## config.mk

```make
export PLATFORM = sky130hd
export DESIGN_NAME = rle_frame_writer
export DESIGN_NICKNAME = d
export VERILOG_FILES = /design/src/rtl/rle_frame_writer.sv
export SDC_FILE = /design/constraint.sdc
export NUM_CORES = 1
export LEC_CHECK = 0
export BUFFER_PORTS_ARGS = -buffer_cell sky130_fd_sc_hd__buf_2
export CAP_MARGIN = 20
export CELL_PAD_IN_SITES_DETAIL_PLACEMENT = 1
export CELL_PAD_IN_SITES_GLOBAL_PLACEMENT = 2
export CORE_MARGIN = 2
export CORE_UTILIZATION = 34
export CTS_CLUSTER_SIZE = 40
export DETAILED_ROUTE_END_ITERATION = 8
export GPL_ROUTABILITY_DRIVEN = 1
export PLACE_DENSITY_LB_ADDON = 0.1
export SLEW_MARGIN = 40
export SYNTH_ARGS = -nofsm -noshare
export SYNTH_HDL_FRONTEND = slang
export SYNTH_SLANG_ARGS = --single-unit
```

## constraint.sdc

```tcl
create_clock -name clk -period 7.8 [get_ports clk]
set_input_delay 0.39 -clock clk [delete_from_list [all_inputs] [get_ports clk]]
set_output_delay 0.39 -clock clk [all_outputs]
set_load 0.02 [all_outputs]
```

## src/rtl/rle_frame_writer.sv

```systemverilog
// Run-length decoder for the 1-bit video stream.
// Expands colour/length tokens into packed frame-buffer words.
module rle_frame_writer #(
   parameter int DATA_WIDTH   = 16,
   parameter int ADDR_WIDTH   = 15,
   parameter int FRAME_PIXELS = 307200,
   parameter int CNT_WIDTH    = 19
) (
   input  logic                  clk,
   input  logic                  reset_n,
   input  logic                  frame_start,
   input  logic                  tok_valid,
   input  logic [15:0]           tok_data,
   output logic                  tok_ready,
   output logic                  we,
   output logic [ADDR_WIDTH-1:0] addr,
   output logic [DATA_WIDTH-1:0] wdata,
   output logic                  busy,
   output logic                  frame_done,
   output logic                  overrun_err
);

   localparam int BPW = $clog2(DATA_WIDTH);
   localparam int NW  = (CNT_WIDTH > 16) ? CNT_WIDTH + 1 : 17;
   localparam logic [NW-1:0]        DW_N  = NW'(DATA_WIDTH);
   localparam logic [NW-1:0]        FP_N  = NW'(FRAME_PIXELS);
   localparam logic [BPW:0]         DW_E  = (BPW+1)'(DATA_WIDTH);
   localparam logic [CNT_WIDTH-1:0] FP_C  = CNT_WIDTH'(FRAME_PIXELS);

   typedef enum logic [1:0] {
      IDLE,
      FETCH,
      FILL,
      DONE
   } state_t;

   state_t state, state_nx;

   logic                  colour;
   logic [15:0]           run_rem;
   logic [CNT_WIDTH-1:0]  pix_cnt;
   logic [ADDR_WIDTH-1:0] word_idx;
   logic [BPW-1:0]        bit_pos;
   logic [DATA_WIDTH-1:0] shift;

   logic [NW-1:0]         room_w;
   logic [NW-1:0]         room_f;
   logic [NW-1:0]         n;
   logic [BPW:0]          end_pos;
   logic [CNT_WIDTH-1:0]  pix_nx;
   logic [15:0]           run_nx;
   logic [DATA_WIDTH-1:0] ones;
   logic [DATA_WIDTH-1:0] mask;
   logic [DATA_WIDTH-1:0] base;
   logic [DATA_WIDTH-1:0] shift_nx;
   logic                  word_full;
   logic                  frame_end;
   logic                  run_left;

   // Pixels consumed this cycle: bounded by run, word room and frame room.
   always_comb begin
      room_w = DW_N - NW'(bit_pos);
      room_f = FP_N - NW'(pix_cnt);
      n      = NW'(run_rem);
      if (room_w < n) n = room_w;
      if (room_f < n) n = room_f;
      end_pos   = {1'b0, bit_pos} + (BPW+1)'(n);
      word_full = (end_pos == DW_E);
      pix_nx    = pix_cnt + CNT_WIDTH'(n);
      frame_end = (pix_nx == FP_C);
      run_nx    = run_rem - 16'(n);
      run_left  = (run_nx != 16'd0);
      ones      = (DATA_WIDTH'(1) << n) - DATA_WIDTH'(1);
      mask      = ones << bit_pos;
      // A fresh word starts from zero so no stale pixels leak in.
      base      = (bit_pos == '0) ? '0 : shift;
      shift_nx  = colour ? (base | mask) : (base & ~mask);
   end

   always_ff @(posedge clk or negedge reset_n) begin
      if (!reset_n) state <= IDLE;
      else          state <= state_nx;
   end

   always_comb begin
      state_nx  = state;
      tok_ready = 1'b0;
      unique case (state)
         IDLE: begin
            if (frame_start) state_nx = FETCH;
         end
         FETCH: begin
            tok_ready = 1'b1;
            if (tok_valid) state_nx = FILL;
         end
         FILL: begin
            if (frame_end)     state_nx = DONE;
            else if (!run_left) state_nx = FETCH;
         end
         DONE: begin
            state_nx = IDLE;
         end
         default: state_nx = IDLE;
      endcase
   end

   always_ff @(posedge clk or negedge reset_n) begin
      if (!reset_n) begin
         colour      <= 1'b0;
         run_rem     <= '0;
         pix_cnt     <= '0;
         word_idx    <= '0;
         bit_pos     <= '0;
         shift       <= '0;
         we          <= 1'b0;
         addr        <= '0;
         wdata       <= '0;
         busy        <= 1'b0;
         frame_done  <= 1'b0;
         overrun_err <= 1'b0;
      end else begin
         we         <= 1'b0;
         frame_done <= 1'b0;
         unique case (state)
            IDLE: begin
               if (frame_start) begin
                  pix_cnt     <= '0;
                  word_idx    <= '0;
                  bit_pos     <= '0;
                  shift       <= '0;
                  overrun_err <= 1'b0;
                  busy        <= 1'b1;
               end
            end
            FETCH: begin
               if (tok_valid) begin
                  colour  <= tok_data[15];
                  run_rem <= {1'b0, tok_data[14:0]} + 16'd1;
               end
            end
            FILL: begin
               run_rem <= run_nx;
               pix_cnt <= pix_nx;
               shift   <= shift_nx;
               if (word_full) begin
                  we       <= 1'b1;
                  addr     <= word_idx;
                  wdata    <= shift_nx;
                  word_idx <= word_idx + 1'b1;
                  bit_pos  <= '0;
               end else begin
                  bit_pos  <= end_pos[BPW-1:0];
               end
               // Frame end wins; leftover run length is dropped.
               if (frame_end && run_left) overrun_err <= 1'b1;
            end
            DONE: begin
               frame_done <= 1'b1;
               busy       <= 1'b0;
            end
            default: ;
         endcase
      end
   end

endmodule
```

Word-level counts from Yosys, hierarchy flattened --
Cells that the tools add are included.
Storage, ports and cells: register bits after elaboration 108, input bits 20, logic and storage cells 83, output and inout port bits 36
Operators by class: magnitude comparators 2, reduce and logical (&&, ||, !) cells 15, $add $sub $neg 8, shift operators 2, equal/unequal tests 10, bitwise logic cells 3, multiplexer cells 30
Operators with widths (count):
- two-way mux 16 bit | 4
- one-hot mux 16 bit (2 select lines) | 2
- two-way mux 20 bit | 2
- one-hot mux 19 bit (2 select lines) | 1
- two-way mux 15 bit | 2
- one-hot mux 15 bit (2 select lines) | 1
- < comparator 20 x 16 -> 1 bit | 1
- < comparator 20 bit | 1
- << shifter 1 x 20 -> 16 bit (first input constant) | 1
- subtractor 19 x 19 -> 20 bit (first input constant) | 1
- adder 19 bit | 1
- equality test 19 bit (second input constant) | 1
- two-way mux 19 bit | 1
- adder 15 x 1 -> 16 bit (second input constant) | 1
- AND 16 bit | 1
- NOT 16 bit | 1
- bitwise OR 16 bit | 1
- nonzero test 16 bit | 1
- << shifter 16 x 4 -> 16 bit | 1
- subtractor 16 bit | 1
- subtractor 16 x 2 -> 16 bit (second input constant) | 1
- adder 15 x 1 -> 15 bit (second input constant) | 1
- AND reduction 2 bit | 5
- AND reduction 3 bit | 3
- 17 further kinds | 34

Longest topological paths before layout --
word-level depth 12, mapped depth 38, depth with buffers taken out 32

Least setup slack after synthesis --
OpenSTA, ideal clock, no wires.
kind register to register, start reg bit_pos[0], end reg state[0], library setup time 87 ps, clock period less this slack 8436 ps, required time 7713 ps, path buffers 5, stages on the path, launching flop included 36, data arrival time 8350 ps, slack -636 ps, cell sequence dfrtp_1 > inv_1 > clkbuf_1 > ha_1 > clkbuf_1 > xnor2_1 > ha_1 > or3_1 > a211o_1 > nand3_1 > buf_2 > mux2i_1 > ha_1 > a21o_1 > a21oi_1 > o211ai_1 > a2111oi_2 > nand3_4 > clkbuf_1 > clkbuf_1 > a21oi_1 > ha_1 > inv_1 > fa_1 > a21o_1 > a21oi_1 > o21bai_1 > a21oi_1 > o21ai_0 > a2111oi_0 > o31ai_1 > a21oi_1 > xor2_1 > nand4_1 > a21boi_0 > o211ai_1
On the way: word-level cells in the longest chain between the ends 9, elaborated cells between the ends (all ways) 13, those cells by class 3 x add/sub; 2 x order compare; 2 x eq/ne; 4 x mux; 2 x reduce/logical
Ends and longest elaborated chain:
- start: declaration | line 43 | logic [BPW-1:0] bit_pos;
- start signal: assignment | line 152 | bit_pos <= end_pos[BPW-1:0];
- subtractor 5 x 4 -> 6 bit (*) | line 62 | room_w = DW_N - NW'(bit_pos);
- < comparator 20 x 16 -> 1 bit | line 65 | if (room_w < n) n = room_w;
- two-way mux 20 bit (*) | line 65
- < comparator 20 bit | line 66 | if (room_f < n) n = room_f;
- two-way mux 20 bit (*) | line 66
- adder 19 bit / subtractor 16 bit (equally long branches) | line 69, 71
- equality test 19 bit / nonzero test 16 bit (equally long branches) | line 70, 72
- two-way mux 2 bit / != test 3 bit (equally long branches)
- one-hot mux 2 bit (4 select lines) / AND reduction 3 bit (equally long branches)
- end signal: assignment | line 82 | else state <= state_nx;
- end: declaration | line 37 | state_t state, state_nx;
Every way passes the cells marked *; elsewhere a longest branch is shown, timed or not. A chain may end at the register's enable or synchronous reset.

Worst setup path after layout --
start reg bit_pos[1], end reg wdata[13]
On the way: word-level cells in the longest chain between the ends 11, elaborated cells between the ends (all ways) 17, those cells by class 3 x add/sub; 2 x order compare; 1 x eq/ne; 2 x shift; 4 x mux; 3 x bitwise; 2 x reduce/logical
Ends and longest elaborated chain:
- subtractor 5 x 4 -> 6 bit | line 62
- < comparator 20 x 16 -> 1 bit | line 65
- two-way mux 20 bit | line 65
- < comparator 20 bit | line 66
- two-way mux 20 bit | line 66
- << shifter 1 x 20 -> 16 bit | line 73 | ones = (DATA_WIDTH'(1) << n) - DATA_WIDTH'(1);
- subtractor 16 x 2 -> 16 bit | line 73
- << shifter 16 x 4 -> 16 bit | line 74 | mask = ones << bit_pos;
- NOT 16 bit | line 77 | shift_nx = colour ? (base | mask) : (base & ~mask);
- AND 16 bit | line 77
- two-way mux 16 bit | line 77
- end signal: assignment | line 148 | wdata <= shift_nx;
- end: declaration | line 17 | output logic [DATA_WIDTH-1:0] wdata,
Parallel ways exist; a longest one is shown, timed or not.

==> results.sh <==
export IMPL_gr_total_overflow=0
export IMPL_fin_skew_ps=10.4
export IMPL_setup_viol=0
export IMPL_grt_usage=0.234
export IMPL_drive_gt1_frac=0.160
export IMPL_dp_final_hpwl_um=27200
export IMPL_ys_types=91
export IMPL_viasPerCell=5.72
export IMPL_syn_to_final_growth_pct=13.9
export IMPL_cp_data_required_time_ps=8050
export IMPL_hold_class="in2async"
export IMPL_worst_slack_ps=320
export IMPL_fmax_ghz=0.134
export IMPL_fin_area_um2=11300
export IMPL_clk_latency_ps=370
export IMPL_violations="hold timing"
export IMPL_ys_ff_latch=108
export IMPL_final_core_util=0.394
export IMPL_cts_path_max_buffers=2
export IMPL_clockPowerShare=0.451
export IMPL_p_switching_uw=282
export IMPL_grt_setup_unrepaired="yes"
export IMPL_grt_start_max_net_pins=66
export IMPL_async_flop_share=1.00
export IMPL_synth_edf_count=0
export IMPL_grt_use_met3=0.0272
export IMPL_start_kind="flip-flop"
export IMPL_cts_sinks=108
export IMPL_worstSetupPathType="reg2reg"
export IMPL_period_needed_ps=7480
export IMPL_tritoncts="built"
export IMPL_power_per_cell_area_nw_per_um2=95.4
export IMPL_initial_core_util=0.346
export IMPL_yosys_top_cells_count="nand2_1 (146), dfrtp_1 (108), nor2_1 (90)"
export IMPL_yosys_top_cells_area="dfrtp_1 (27%), ha_1 (7.4%), nand2_1 (5.5%), a21oi_1 (4.1%), xnor2_1 (3.6%)"
export IMPL_numCtsBuffers=9
export IMPL_ir_worst_vdd_v=0.0000883
export IMPL_total_leakage_power_uw=0.00507
export IMPL_gr_usage_met1=0.356
export IMPL_layout_cells_non_filler=1687
export IMPL_yosysWarnings=0
export IMPL_htreeDepth=3
export IMPL_synth_flop_cell="dfrtp_1"
export IMPL_io_buffers=55
export IMPL_yosys_area_top_type="dfrtp_1"
export IMPL_r2r_setup_slack_ps=320
export IMPL_place_congestion=0.883
export IMPL_p_total_uw=1080
export IMPL_post_place_cells=1662
export IMPL_slew_headroom=0.441
export IMPL_reg2regPathDepth=25
export IMPL_critPathCaptureType="flip-flop"
export IMPL_die_area_um2=30600
export IMPL_synth_most_common_cell="nand2_1"
export IMPL_cap_violations=0
export IMPL_finalHoldViolations=4
export IMPL_cts_hold_buffers=0
export IMPL_p_int_uw=799
export IMPL_drtPass1Iterations=5
export IMPL_vias=9645
export IMPL_drt_iter0_markers=592
export IMPL_worst_ep_arrival_time_ps=7730
export IMPL_synthDominantCellAreaShare=0.272
export IMPL_path_max_fanout=10
export IMPL_netlist_instances=1240
export IMPL_slew_violations=0
export IMPL_cts_root_buf="clkbuf_16"
export IMPL_placed_cell_area_um2=10800
export IMPL_drt_total_wl_um=35400
export IMPL_die_x_um=175
export IMPL_nets=1380
export IMPL_top_usage_layer="met2"
export IMPL_die_h_um=175
export IMPL_seqPwrFrac=0.517
export IMPL_grt_pass1_wl_um=56600
export IMPL_hold_slack_ps=-0.764
export IMPL_antenna_cells=0
export IMPL_coreArea_um2=28800
export IMPL_rows=62
export IMPL_comb_power_share=0.032
export IMPL_dp_slack_ps=-97.7
export IMPL_clkTransAtPathRegs_ps=90
export IMPL_drc_errors=0
export IMPL_fin_crit_sh=0.959
export IMPL_grt_pass1_vias=9671
export IMPL_status="finished, violations left"
export IMPL_ant_nets=0
export IMPL_grtUsageMet2=0.358
export IMPL_wl_per_cell_um=21.0
export IMPL_p_sw_frac=0.261
export IMPL_antenna_found_initial=0
export IMPL_synthesis_area_um2=9940
export IMPL_synth_avg_cell_area_um2=8.02
export IMPL_pin_count=56
export IMPL_ys_seq_area_frac=0.272
export IMPL_tightest_slew_ps=815
[repair_timing]
action	4_1_cts	5_1_grt
pin swaps	0	8
endpoints found under the hold margin	0	0
setup endpoints to repair	3	29
gates cloned	0	0
setup buffers	0	9
resized for setup	2	24
[kinds of logic (layout without fill, tap and decap cells)]
logic type	after synthesis	in the layout	synth area share
and+or+nand+nor	480	480	0.242
AOI/OAI and AO/OA	336	336	0.234
buffers and inverters	129	182	0.0508
DFF	108	108	0.272
xor gates and xnor gates	71	71	0.0625
adders and majority gates	62	62	0.0803
muxes	53	53	0.0576
other	1	11	0.000377
[sequential cells by signal, summed over array words and instances (netlist names), 2 cells and up]
name      count
pix_cnt      19
run_rem      16
shift        16
wdata        16
addr         15
word_idx     15
bit_pos       4
state         2
[layout by cell type (no fill, tap or decap), types with 17 or more instances in the layout]
cell type  count
nand2_1      145
and2_1        21
nand4_1       19
xor2_1        30
mux2i_1       27
xnor2_1       39
and3_1        17
nor2_1        88
a21oi_1       77
buf_4         49
nor3_1        30
ha_1          56
mux2_2        24
inv_1         59
dfrtp_1      108
o21ai_0       62
a21o_1        19
buf_2         54
nand3_1       70
o211ai_1      19
[path summary, 6_finish.rpt]
kind,start,endpoint
setup / recovery,bit_pos[1],wdata[13]
hold / removal,reset_n,wdata[15]
setup reg to reg,bit_pos[1],wdata[13]
hold reg to reg,overrun_err,overrun_err
max in group asynchronous,reset_n,pix_cnt[1]
min in group clk,tok_data[15],colour
[power groups by stage]
| stage | sequential (µW) | clock (µW) | combinational, µW |
|---|---|---|---|
| floorplan | 571 | 0 | 11.1 |
| global placement | 571 | 0 | 34.6 |
| detailed placement | 570 | 0 | 35.6 |
| CTS | 559 | 503 | 35.9 |
| global route | 559 | 522 | 39.8 |
| finish | 559 | 487 | 34.4 |
[critical path: stages, from the launching register on]
cell and delay (ps):
dfrtp_1 460, or4_1 580, nand2_1 130, inv_1 50
ha_1 200, or3_1 430, a211o_1 360, nand3_2 160
mux2i_2 240, ha_1 270, a21o_1 180, a21oi_1 130
o211ai_1 140, a2111oi_4 500, and3_4 330, nor2_1 70
a21oi_1 280, nand3_1 130, ha_2 280, or3_1 400
a311o_1 460, a221oi_4 440, o21ai_2 180, a2111oi_4 570
nor3_1 100, a221o_1 270
[through the flow]
step	hold slack (ps)	setup TNS (ps)
after global routing	37.7	-24.7
after global placement	426	0
after floorplan	94.4	0
after detailed placement	430	-123
final	-0.764	0
after CTS	21.7	0
[per-layer routing]
layer / vias up / routed length [µm]
li1: 4645 / -
met1: 4843 / 18500
met2: 139 / 15400
met3: 18 / 1110
met4: 0 / 390
met5: - / 0
[cell type report]
cell class / count / area (µm²)
Fill cell: 3465 / 17500
Multi-Input combinational cell: 1013 / 6950
Sequential cell: 108 / 2700
Timing Repair Buffer: 104 / 649
Tap cell: 384 / 480
Inverter: 62 / 236
Clock buffer: 9 / 225
Clock inverter: 7 / 80.1
No activity file was read; power rests on OpenSTA's default activity.
